===== config.mk =====
export PLATFORM = sky130hd
export DESIGN_NAME = truth_table_sweeper_flat
export DESIGN_NICKNAME = d
export VERILOG_FILES = /design/src/rtl/truth_table_sweeper_if.sv /design/src/rtl/truth_table_sweeper.sv /design/src/flat_wrapper.sv
export SDC_FILE = /design/constraint.sdc
export NUM_CORES = 1
export LEC_CHECK = 0
export ABC_AREA = 1
export CAP_MARGIN = 20
export CORE_ASPECT_RATIO = 1.2
export CORE_UTILIZATION = 33
export CTS_CLUSTER_DIAMETER = 30
export DETAILED_ROUTE_END_ITERATION = 7
export PLACE_DENSITY = 0.57
export SLEW_MARGIN = 0
export SYNTH_ARGS = -nofsm -noshare
export SYNTH_HDL_FRONTEND = slang
export SYNTH_SLANG_ARGS = --single-unit

===== constraint.sdc =====
create_clock -name clk -period 5.4 [get_ports clk]
set_clock_uncertainty 0.15 [all_clocks]
set_input_delay 0.81 -clock clk [delete_from_list [all_inputs] [get_ports clk]]
set_output_delay 0.81 -clock clk [all_outputs]
set_load 0.01 [all_outputs]

===== src/rtl/truth_table_sweeper_if.sv =====
// ============================================================================
// truth_table_sweeper_if : control/status bundle between test controller and sweeper
// Revision 1.0
// ============================================================================
`default_nettype none

interface truth_table_sweeper_if;
   logic       start;
   logic [7:0] expected_tt;
   logic       busy;
   logic       done;
   logic       pass;
   logic [7:0] captured_tt;
   logic       fail_valid;
   logic [2:0] fail_index;

   modport master (
      output start,
      output expected_tt,
      input  busy,
      input  done,
      input  pass,
      input  captured_tt,
      input  fail_valid,
      input  fail_index
   );

   modport slave (
      input  start,
      input  expected_tt,
      output busy,
      output done,
      output pass,
      output captured_tt,
      output fail_valid,
      output fail_index
   );
endinterface

`default_nettype wire


===== src/rtl/truth_table_sweeper.sv =====
// ============================================================================
// truth_table_sweeper : walks a 3-input logic block through all 8 input codes
// and compares the measured truth table against an expected code. Revision 1.0
// ============================================================================
`default_nettype none

module truth_table_sweeper #(
   parameter int SETTLE_CYCLES = 4
) (
   input  logic                        clk,
   input  logic                        rst_n,
   truth_table_sweeper_if.slave        ctrl,
   output logic [2:0]                  dut_in,
   input  logic                        dut_out
);

   localparam logic [1:0] ST_IDLE   = 2'd0;
   localparam logic [1:0] ST_SETTLE = 2'd1;
   localparam logic [1:0] ST_SAMPLE = 2'd2;
   localparam logic [1:0] ST_DONE   = 2'd3;

   localparam logic [7:0] SETTLE_LAST = 8'(SETTLE_CYCLES - 1);

   logic [1:0] state;
   logic [2:0] idx;
   logic [7:0] cnt;
   logic [7:0] exp_tt;
   logic       busy;
   logic       done;
   logic       pass;
   logic [7:0] captured_tt;
   logic       fail_valid;
   logic [2:0] fail_index;

   // Code bit 7 belongs to combination 000, bit 0 to combination 111.
   logic [2:0] bit_pos;
   logic       mismatch;

   assign bit_pos  = 3'd7 - idx;
   assign mismatch = (dut_out != exp_tt[bit_pos]);

   always_ff @(posedge clk) begin
      if (!rst_n) begin
         state       <= ST_IDLE;
         idx         <= 3'd0;
         cnt         <= 8'd0;
         exp_tt      <= 8'd0;
         busy        <= 1'b0;
         done        <= 1'b0;
         pass        <= 1'b0;
         captured_tt <= 8'd0;
         fail_valid  <= 1'b0;
         fail_index  <= 3'd0;
      end else begin
         case (state)
            ST_IDLE: begin
               if (ctrl.start) begin
                  exp_tt      <= ctrl.expected_tt;
                  captured_tt <= 8'd0;
                  pass        <= 1'b0;
                  fail_valid  <= 1'b0;
                  fail_index  <= 3'd0;
                  idx         <= 3'd0;
                  cnt         <= 8'd0;
                  busy        <= 1'b1;
                  state       <= ST_SETTLE;
               end
            end
            ST_SETTLE: begin
               cnt <= cnt + 8'd1;
               if (cnt == SETTLE_LAST) begin
                  state <= ST_SAMPLE;
               end
            end
            ST_SAMPLE: begin
               captured_tt[bit_pos] <= dut_out;
               if (mismatch && !fail_valid) begin
                  fail_valid <= 1'b1;
                  fail_index <= idx;
               end
               if (idx != 3'd7) begin
                  idx   <= idx + 3'd1;
                  cnt   <= 8'd0;
                  state <= ST_SETTLE;
               end else begin
                  done  <= 1'b1;
                  busy  <= 1'b0;
                  pass  <= !fail_valid && !mismatch;
                  state <= ST_DONE;
               end
            end
            ST_DONE: begin
               done  <= 1'b0;
               state <= ST_IDLE;
            end
            default: state <= ST_IDLE;
         endcase
      end
   end

   // The combination index doubles as the drive onto the logic block.
   assign dut_in           = idx;
   assign ctrl.busy        = busy;
   assign ctrl.done        = done;
   assign ctrl.pass        = pass;
   assign ctrl.captured_tt = captured_tt;
   assign ctrl.fail_valid  = fail_valid;
   assign ctrl.fail_index  = fail_index;

endmodule

`default_nettype wire

===== src/flat_wrapper.sv =====
// flat-port wrapper written by rule: the top's interface ports become plain ports
module truth_table_sweeper_flat 
#(
   parameter int SETTLE_CYCLES = 4
)
  (clk, rst_n, dut_in, dut_out, ctrl_start, ctrl_expected_tt, ctrl_busy, ctrl_done, ctrl_pass, ctrl_captured_tt, ctrl_fail_valid, ctrl_fail_index);
  truth_table_sweeper_if ctrl_i ();
  input  logic clk;
  input  logic rst_n;
  output logic [2:0] dut_in;
  input  logic dut_out;
  input wire logic [$bits(ctrl_i.start)-1:0] ctrl_start;
  input wire logic [$bits(ctrl_i.expected_tt)-1:0] ctrl_expected_tt;
  output wire logic [$bits(ctrl_i.busy)-1:0] ctrl_busy;
  output wire logic [$bits(ctrl_i.done)-1:0] ctrl_done;
  output wire logic [$bits(ctrl_i.pass)-1:0] ctrl_pass;
  output wire logic [$bits(ctrl_i.captured_tt)-1:0] ctrl_captured_tt;
  output wire logic [$bits(ctrl_i.fail_valid)-1:0] ctrl_fail_valid;
  output wire logic [$bits(ctrl_i.fail_index)-1:0] ctrl_fail_index;
  assign ctrl_i.start = ctrl_start;
  assign ctrl_i.expected_tt = ctrl_expected_tt;
  assign ctrl_busy = ctrl_i.busy;
  assign ctrl_done = ctrl_i.done;
  assign ctrl_pass = ctrl_i.pass;
  assign ctrl_captured_tt = ctrl_i.captured_tt;
  assign ctrl_fail_valid = ctrl_i.fail_valid;
  assign ctrl_fail_index = ctrl_i.fail_index;
  truth_table_sweeper #(.SETTLE_CYCLES(SETTLE_CYCLES)) u_core (.clk(clk), .rst_n(rst_n), .ctrl(ctrl_i), .dut_in(dut_in), .dut_out(dut_out));
endmodule

==> impl_metrics.py, run 1 <==
metrics = {
    "cts": {
        "cts_resized": 0,
        "cts_tree": "built",
        "h-tree-depth": 2,
        "post_cts_buffers": 0,
        "root_buffer": "clkbuf_8",
        "cts_buffers": 5,
        "clkTransAtPathRegs_ps": 70,
        "clk_latency_ps": 280,
        "hold_buffers": 0,
        "cts_sinks": 36,
        "clk_path_buf_depth": 2,
    },
    "pwr": {
        "clkPwrFrac": 0.313,
        "leakage_uw": 0.000795,
        "combPwrFrac": 0.165,
        "powerDensity_mw_per_mm2": 273,
        "power.total_uw": 561,
        "internal-power_uw": 407,
        "sw_frac_of_total": 0.275,
        "peakVddDrop_v": 0.000118,
        "power_switching_uw": 154,
        "p_seq_frac": 0.521,
    },
    "yosys": {
        "synth_top_area_share": 0.440,
        "syn_inst": 217,
        "synthTopCellsByArea": "dfxtp_1 (44%), nand2_1 (8.9%), a21oi_1 (7.6%), inv_1 (5.0%), o21ai_0 (4.6%)",
        "avgSynthCellArea_sq_um": 7.55,
        "ys_types": 31,
        "ys.flop_type": "dfxtp_1",
        "synth_most_common_cell": "nand2_1",
        "ys_seq_area_frac": 0.440,
        "synth_area_leader_cell": "dfxtp_1",
        "ys_seq_elements": 36,
        "async_reset_ff_frac": 0,
        "synth_edf_count": 0,
        "syn_nets": 232,
        "yosys-top-cells-count": "nand2_1 (39), dfxtp_1 (36), a21oi_1 (25)",
        "syn_area_sq_mm": 0.00164,
        "yosysWarnings": 0,
    },
    "critical_path": {
        "r2r-start": "u_core.dut_in[0]",
        "cp_num_buf_inv": 1,
        "max_stage_delay_ps": 610,
        "cp-startpoint": "u_core.dut_in[0]",
        "crit_path_end_kind": "output port",
        "cp_cell_sequence": "clkdlybuf4s50_1",
        "start_kind": "flip-flop",
        "setup.worst_path.class": "reg2out",
        "crit_family": "buffers and inverters",
        "path_max_fanout": 9,
        "required_ps": 4440,
        "cp.arrival_ps": 1420,
        "cp_slowest_cell": "clkdlybuf4s50_1",
    },
    "place": {
        "place_inst": 298,
        "hpwl_um": 2510,
        "pre_cts_ws_ps": 2770,
        "place.gp.congestion": 0.773,
        "io_buffer_count": 29,
        "place_area_sq_mm": 0.00198,
    },
    "global_routing": {
        "grt_pass1_vias": 1399,
        "grt_pass1_wl_um": 6060,
        "grt_max_degree": 31,
        "antenna_found_initial": 0,
        "gr-total-overflow": 0,
        "grt_use_total": 0.149,
    },
    "timing": {
        "finalSetupViolations": 0,
        "max_freq_mhz": 420,
        "setup_tns_ps": 0,
        "hold_violations": 0,
        "timing.slew.headroom": 0.418,
        "worstMarginPinSlew_ps": 870,
        "rsz0062_at_grt": "no",
        "finalCritPeriodShare": 0.441,
        "drv_slew": 0,
        "setup_slack_ps": 3020,
        "finalCriticalPeriod_ps": 2380,
    },
    "final_layout": {
        "fin_cells": 305,
        "multi_input_area_sq_um": 788,
        "syn2layout_area_growth_pct": 25.4,
        "layout-drive-gt1-share": 0.0972,
        "postLayoutCellArea_sq_mm": 0.00205,
        "n_antenna_cell": 0,
        "nNetsFinal": 262,
        "num-fill-cells": 500,
        "regArea_sq_um": 721,
    },
    "die": {
        "dieHeight_um": 79.2,
        "dieArea_sq_mm": 0.00525,
        "row_count": 27,
        "io_pins": 30,
        "design.core.area_sq_mm": 0.00466,
        "initial_core_util": 0.351,
        "die_width_um": 66.3,
    },
    "routing": {
        "drtPass1Iterations": 4,
        "drc": 0,
        "viasPerCell": 4.83,
        "drt_wl_total_um": 3470,
        "first_iter_violations": 73,
        "ant_nets": 0,
        "wire_per_inst_um": 11.4,
        "num_vias": 1473,
    },
    "worst_hold_path": {
        "hp-start": "u_core.exp_tt[1]",
        "min_path_type": "reg2reg",
    },
    "run_status": {
        "outcome": "completed",
    },
    "job": {
        "max_cap_viol_count": 0,
    },
}
==> power groups by stage <==
stage	logic (uW)	registers (uW)	clock network, uW
floorplan	60.1	299	0
global placement	93.6	298	0
detailed placement	93.7	298	0
CTS	94.3	292	185
global route	107	294	195
finish	92.6	292	176
==> logic make-up (layout without fill, tap and decap cells) <==
group / count (synthesis) / after routing / share of synthesized area
flip-flops: 36 / 36 / 0.440
AND/OR/NAND/NOR: 90 / 90 / 0.269
buffers and inverters: 34 / 64 / 0.0787
adder cells (fa/ha/maj): 3 / 3 / 0.0229
AO/OA/AOI/OAI: 54 / 54 / 0.189
==> cell usage in the layout (no fill, tap or decap), types with 2 or more instances in the layout <==
master	Yosys	layout
nand2_1	39	39
nor2_4	2	2
inv_1	22	22
o21ai_0	15	15
dfxtp_1	36	36
nand4_1	2	2
nand3b_1	2	2
nor3_1	6	6
nand2_2	2	2
inv_2	5	5
ha_1	3	3
a22oi_1	2	2
a211oi_1	5	5
clkdlybuf4s50_1	0	29
nand2_4	2	2
clkbuf_8	0	5
nor2_2	4	4
a311oi_1	2	2
nor2_1	17	17
nand3_1	10	10
a21oi_1	25	25
==> final cells by class <==
class,instances,area share
Clock buffer,6,0.0353
Clock inverter,1,0.00244
Inverter,28,0.0512
Multi-Input combinational cell,147,0.384
Sequential cell,36,0.351
Tap cell,58,0.0353
Timing Repair Buffer,29,0.141
==> sequential cells by signal (all words and copies together), names as in the netlist <==
register and flops:
u_core.cnt 8, u_core.ctrl.busy 1, u_core.ctrl.captured_tt 8, u_core.ctrl.done 1
u_core.ctrl.fail_index 3, u_core.ctrl.fail_valid 1, u_core.ctrl.pass 1, u_core.dut_in 3
u_core.exp_tt 8, u_core.state 2
==> path summary, 6_finish.rpt <==
check                           slack, ps  cells after the start                to
worst min-delay path                  310                      2  u_core.exp_tt[1]
worst min register to register        310                      2  u_core.exp_tt[1]
worst max register to register       3370                      9     u_core.cnt[7]
worst max-delay path                 3020                      1         dut_in[0]
==> layer usage <==
layer  up-vias  global-route usage  wire length [um]
met5         -                   0                 0
met4         0              0.0596                38
met3         4              0.0374               162
met2        29               0.257              1680
met1       650               0.173              1580
li1        790                   -                 -
==> worst min-delay path, cell delays in order, from the launching register on <==
cell	delay [ps]
dfxtp_1	300
inv_1	60
a21oi_1	50
==> through the flow <==
stage / hold slack (ps) / utilization
3_3_place_gp: 291 / 0.424
5_1_grt: 328 / 0.441
2_1_floorplan: 279 / -
4_1_cts: 309 / 0.441
3_5_place_dp: 298 / 0.424
6_report: 306 / 0.441
(Power assumes the default switching activity.)
==> run 2, diff against run 1 <==
==> constraint.sdc (replaced) <==
create_clock -name clk -period 2.4 [get_ports clk]
set_clock_uncertainty 0.15 [all_clocks]
set_input_delay 0.36 -clock clk [delete_from_list [all_inputs] [get_ports clk]]
set_output_delay 0.36 -clock clk [all_outputs]
set_load 0.01 [all_outputs]
==> impl_metrics.py, run 2 (same netlist as run 1, synthesis figures left out) <==
metrics = {
    "timing": {
        "max_freq_mhz": 494,
        "drv_slew": 0,
        "setup_tns_ps": 0,
        "finalCritPeriodShare": 0.843,
        "timing.slew.headroom": 0.700,
        "finalSetupViolations": 0,
        "rsz0062_at_grt": "no",
        "finalCriticalPeriod_ps": 2020,
        "worstMarginPinSlew_ps": 450,
        "hold_violations": 0,
    },
    "final_layout": {
        "nNetsFinal": 264,
        "layout-drive-gt1-share": 0.112,
        "regArea_sq_um": 721,
        "n_antenna_cell": 0,
        "top_regs": "u_core.cnt (8), u_core.ctrl.captured_tt (8), u_core.exp_tt (8)",
        "num-fill-cells": 502,
        "mostFrequentLayoutCells": "nand2_1 (39), dfxtp_1 (36), clkdlybuf4s50_1 (29)",
        "final_common_cell": "nand2_1",
        "multi_input_area_sq_um": 788,
        "syn2layout_area_growth_pct": 27.3,
    },
    "critical_path": {
        "max_stage_delay_ps": 410,
        "cp_cell_sequence": "ha_1, ha_1, o21ai_2, nand2_4, nor2_4, nand2_2, nor3_2, nand3b_1, a21oi_1",
        "cp_num_buf_inv": 0,
        "setup.worst_path.class": "reg2reg",
        "crit_path_end_kind": "flip-flop",
        "cp_slowest_cell": "dfxtp_1",
        "start_kind": "flip-flop",
        "crit_family": "simple AND/OR/NAND/NOR gates",
        "cp_common_cell": "ha_1",
        "cp.arrival_ps": 2090,
        "required_ps": 2460,
        "path_max_fanout": 9,
    },
    "cts": {
        "cts_sinks": 36,
        "clk_latency_ps": 290,
        "cts_resized": 0,
        "clk_path_buf_depth": 2,
        "post_cts_buffers": 0,
        "cts_buffers": 5,
        "root_buffer": "clkbuf_8",
        "h-tree-depth": 2,
        "clkTransAtPathRegs_ps": 70,
        "hold_buffers": 0,
        "cts_tree": "built",
    },
    "global_routing": {
        "grt_use_met1": 0.187,
        "grt_use_total": 0.158,
        "grt_pass1_wl_um": 6340,
        "grt_pass1_vias": 1452,
        "antenna_found_initial": 0,
        "top_usage_layer": "met2",
        "met3_usage": 0.0503,
        "gr-total-overflow": 0,
        "grtUsageMet2": 0.261,
        "grt_max_degree": 31,
    },
    "routing": {
        "wire_per_inst_um": 11.9,
        "first_iter_violations": 86,
        "drtPass1Iterations": 5,
        "viasPerCell": 4.99,
        "num_vias": 1536,
        "drc": 0,
        "drt_wl_total_um": 3670,
        "ant_nets": 0,
    },
    "pwr": {
        "power.total_uw": 1320,
        "power_switching_uw": 371,
        "peakVddDrop_v": 0.000318,
        "leakage_uw": 0.000815,
        "combPwrFrac": 0.162,
        "p_seq_frac": 0.498,
        "clkPwrFrac": 0.340,
        "powerDensity_mw_per_mm2": 634,
        "sw_frac_of_total": 0.281,
        "internal-power_uw": 950,
    },
    "die": {
        "design.core.area_sq_mm": 0.00466,
        "dieHeight_um": 79.2,
        "io_pins": 30,
        "initial_core_util": 0.351,
        "dieArea_sq_mm": 0.00525,
        "die_width_um": 66.3,
        "row_count": 27,
    },
    "run_status": {
        "outcome": "completed",
    },
    "place": {
        "hpwl_um": 2620,
        "place.gp.congestion": 0.816,
        "io_buffer_count": 29,
    },
    "job": {
        "max_cap_viol_count": 0,
    },
    "worst_hold_path": {
        "min_path_type": "reg2reg",
    },
}
[run 2: final cells by class]
class	instances	area share
clock buffer	6	0.0396
clock inverter	2	0.00480
inverter	28	0.0504
multi-input combinational	147	0.378
sequential	36	0.346
tap	58	0.0348
timing repair buffer	31	0.146
[run 2: power by group through the flow]
stage,clock (uW),combinational (uW),sequential (uW)
detailed placement,0,216,671
global route,488,245,661
finish,450,214,657
global placement,0,216,670
CTS,467,217,658
floorplan,0,135,672
[run 2: final timing paths]
check                           slack (ps)             start               end  depth (start not counted)
worst max-delay path                   380  u_core.dut_in[0]     u_core.cnt[7]                          9
worst min-delay path                   310  u_core.exp_tt[2]  u_core.exp_tt[2]                          2
worst max register to register         380  u_core.dut_in[0]     u_core.cnt[7]                          9
worst min register to register         310  u_core.exp_tt[2]  u_core.exp_tt[2]                          2
[run 2: per-layer routing]
metal / wire length (um) / vias up / share of wire
met4: 67 / 0 / 0.018
met2: 1780 / 31 / 0.48
met1: 1670 / 711 / 0.45
met3: 154 / 6 / 0.042
li1: - / 788 / -
met5: 0 / - / 0
[run 2: through the flow]
stage,worst slack (ps),hold slack [ps],util,cell area [sq um],std cells
2_1_floorplan,571,279,-,1640,217
3_3_place_gp,452,288,0.427,1990,300
4_1_cts,378,308,0.447,2080,308
6_report,376,305,0.447,2080,308
5_1_grt,176,326,0.447,2080,308
3_5_place_dp,393,298,0.427,1990,300
[run 2: worst reg2reg max path, cell delays in order (launching register included)]
cell and delay (ps):
dfxtp_1 410, ha_1 250, ha_1 220, o21ai_2 190, nand2_4 110, nor2_4 110
nand2_2 60, nor3_2 190, nand3b_1 110, a21oi_1 170
==> run 3, diff against run 2 <==
--- a/config.mk
+++ b/config.mk
@@ -11,7 +11,7 @@
 export CORE_UTILIZATION = 33
 export CTS_CLUSTER_DIAMETER = 30
 export DETAILED_ROUTE_END_ITERATION = 7
-export PLACE_DENSITY = 0.57
+export PLACE_DENSITY = 0.59
 export SLEW_MARGIN = 0
 export SYNTH_ARGS = -nofsm -noshare
 export SYNTH_HDL_FRONTEND = slang
==> constraint.sdc (replaced) <==
create_clock -name clk -period 1.8 [get_ports clk]
set_clock_uncertainty 0.15 [all_clocks]
set_input_delay 0.27 -clock clk [delete_from_list [all_inputs] [get_ports clk]]
set_output_delay 0.27 -clock clk [all_outputs]
set_load 0.01 [all_outputs]
==> impl_metrics.py, run 3 (same netlist as run 1, synthesis figures left out) <==
metrics = {
    "run_status": {
        "outcome": "completed",
    },
    "global_routing": {
        "grt_max_degree": 31,
        "grt_pass1_vias": 1442,
        "grt_pass1_wl_um": 6490,
        "antenna_found_initial": 0,
        "grt_use_total": 0.164,
        "gr-total-overflow": 0,
    },
    "final_layout": {
        "mostFrequentLayoutCells": "nand2_1 (39), dfxtp_1 (33), clkdlybuf4s50_1 (28)",
        "syn2layout_area_growth_pct": 36.7,
        "layout-drive-gt1-share": 0.172,
        "nNetsFinal": 275,
        "top_regs": "u_core.cnt (8), u_core.ctrl.captured_tt (8), u_core.exp_tt (8)",
        "postLayoutCellArea_sq_mm": 0.00224,
        "fin_cells": 319,
        "n_antenna_cell": 0,
        "final_common_cell": "nand2_1",
        "num-fill-cells": 470,
    },
    "place": {
        "io_buffer_count": 29,
        "place_area_sq_mm": 0.00207,
        "hpwl_um": 2730,
        "place_inst": 309,
        "place.gp.congestion": 0.765,
        "pre_cts_ws_ps": -38.7,
    },
    "job": {
        "max_cap_viol_count": 0,
    },
    "critical_path": {
        "cp_num_buf_inv": 0,
        "r2r-start": "u_core.dut_in[0]",
        "start_kind": "flip-flop",
        "reg2reg_to": "u_core.cnt[6]",
        "cp_slowest_cell": "dfxtp_2",
        "setup.worst_path.class": "reg2reg",
        "crit_family": "simple AND/OR/NAND/NOR gates",
        "cp.arrival_ps": 1770,
        "reg2regPathDepth": 10,
        "max_stage_delay_ps": 320,
        "cp_cell_sequence": "ha_2, ha_4, o21ai_4, nand2_4, nor3_4, nand2_1, nor2_2, nand2_1, nand2_1, a21oi_1",
        "crit_path_end_kind": "flip-flop",
        "path_max_fanout": 4,
        "ff2ff_setup_slack_ps": 40,
        "required_ps": 1810,
        "cp_common_cell": "nand2_1",
    },
    "cts": {
        "clk_latency_ps": 290,
        "clk_path_buf_depth": 2,
        "clkTransAtPathRegs_ps": 70,
        "cts_tree": "built",
        "cts_buffers": 5,
        "h-tree-depth": 2,
        "root_buffer": "clkbuf_8",
        "hold_buffers": 0,
        "cts_sinks": 36,
    },
    "worst_hold_path": {
        "holdPathEnd": "u_core.exp_tt[0]",
        "min_path_type": "reg2reg",
        "whs_path_depth": 2,
        "hp-start": "u_core.exp_tt[0]",
    },
    "pwr": {
        "clkPwrFrac": 0.367,
        "internal-power_uw": 1400,
        "powerDensity_mw_per_mm2": 845,
        "power_switching_uw": 495,
        "leakage_uw": 0.000908,
        "sw_frac_of_total": 0.262,
        "p_seq_frac": 0.460,
        "combPwrFrac": 0.173,
        "peakVddDrop_v": 0.000549,
    },
    "die": {
        "initial_core_util": 0.351,
        "row_count": 27,
        "dieHeight_um": 79.2,
        "io_pins": 30,
        "dieArea_sq_mm": 0.00525,
        "design.core.area_sq_mm": 0.00466,
        "die_width_um": 66.3,
    },
    "timing": {
        "finalSetupViolations": 0,
        "rsz0062_at_grt": "yes",
        "max_freq_mhz": 568,
        "finalCritPeriodShare": 0.978,
        "worstMarginPinSlew_ps": 475,
        "timing.slew.headroom": 0.683,
        "hold_violations": 0,
        "drv_slew": 0,
        "setup_slack_ps": 40.4,
        "finalCriticalPeriod_ps": 1760,
    },
    "routing": {
        "viasPerCell": 4.75,
        "num_vias": 1515,
        "drtPass1Iterations": 4,
        "wire_per_inst_um": 11.9,
        "drt_wl_total_um": 3800,
        "first_iter_violations": 100,
        "ant_nets": 0,
        "drc": 0,
    },
}
## run 3: cell types whose count changed in the layout (fill, tap and decap cells not counted), sizes merged
cell,delta
dlymetal6s2s,+1
buf,+11
clkinv,-1
bufinv,+1
clkdlybuf4s50,-1
## run 3: how the worst max path moves through the flow
stage | from | to | slack (ps) | depth (start not counted)
after floorplan | u_core.dut_in[0] | u_core.cnt[6] | 30 | 10
after global placement | ctrl_start | u_core.cnt[7] | 20 | 10
after detailed placement | u_core.dut_in[0] | u_core.cnt[7] | -40 | 9
after CTS | u_core.dut_in[0] | u_core.cnt[7] | -4 | 9
after global routing | u_core.dut_in[0] | u_core.cnt[6] | -60 | 10
final | u_core.dut_in[0] | u_core.cnt[6] | 40 | 10
## run 3: what timing repair did
item / CTS / global route
setup endpoints to repair: 3 / 7
resized for setup: 4 / 6
pin swaps: 3 / 3
setup buffers: 0 / 2
## run 3: layout make-up
type | count | area (sq um) | area share
Clock buffer | 6 | 72.6 | 0.0324
Sequential cell | 36 | 724 | 0.323
Multi-Input combinational cell | 147 | 825 | 0.368
Inverter | 28 | 108 | 0.0480
Timing Repair Buffer | 42 | 403 | 0.180
Clock inverter | 2 | 35.0 | 0.0156
Tap cell | 58 | 72.6 | 0.0324
## run 3: metal layers
metal,track usage,wire length [um],vias to the layer above,share of wire
met5,0,0,-,0
met4,0.0574,59,0,0.016
met3,0.0431,155,7,0.041
met2,0.289,1910,24,0.50
met1,0.187,1670,674,0.44
li1,-,-,810,-
## run 3: worst register-to-register path, delay by kind of cell (launching register included)
kind | cells | cell delay (ps)
and+or+nand+nor | 6 | 580
adders and majority gates | 2 | 360
DFF | 1 | 320
AOI/OAI and AO/OA | 2 | 220
## run 3: stage by stage
stage               hold WS [ps]  total power, uW   util  TNS, ps
floorplan                    279             1080      -        0
global placement             290             1210  0.445        0
detailed placement           294             1210  0.445    -38.7
CTS                          306             1910  0.472    -4.44
global route                 327             2000  0.480     -291
finish                       303             1890  0.480        0
## run 3: power groups by stage
stage / Combinational [uW] / Clock [uW] / Sequential (uW)
finish: 327 / 694 / 871
global route: 368 / 761 / 876
CTS: 324 / 720 / 870
detailed placement: 322 / 0 / 887
global placement: 318 / 0 / 887
floorplan: 180 / 0 / 897
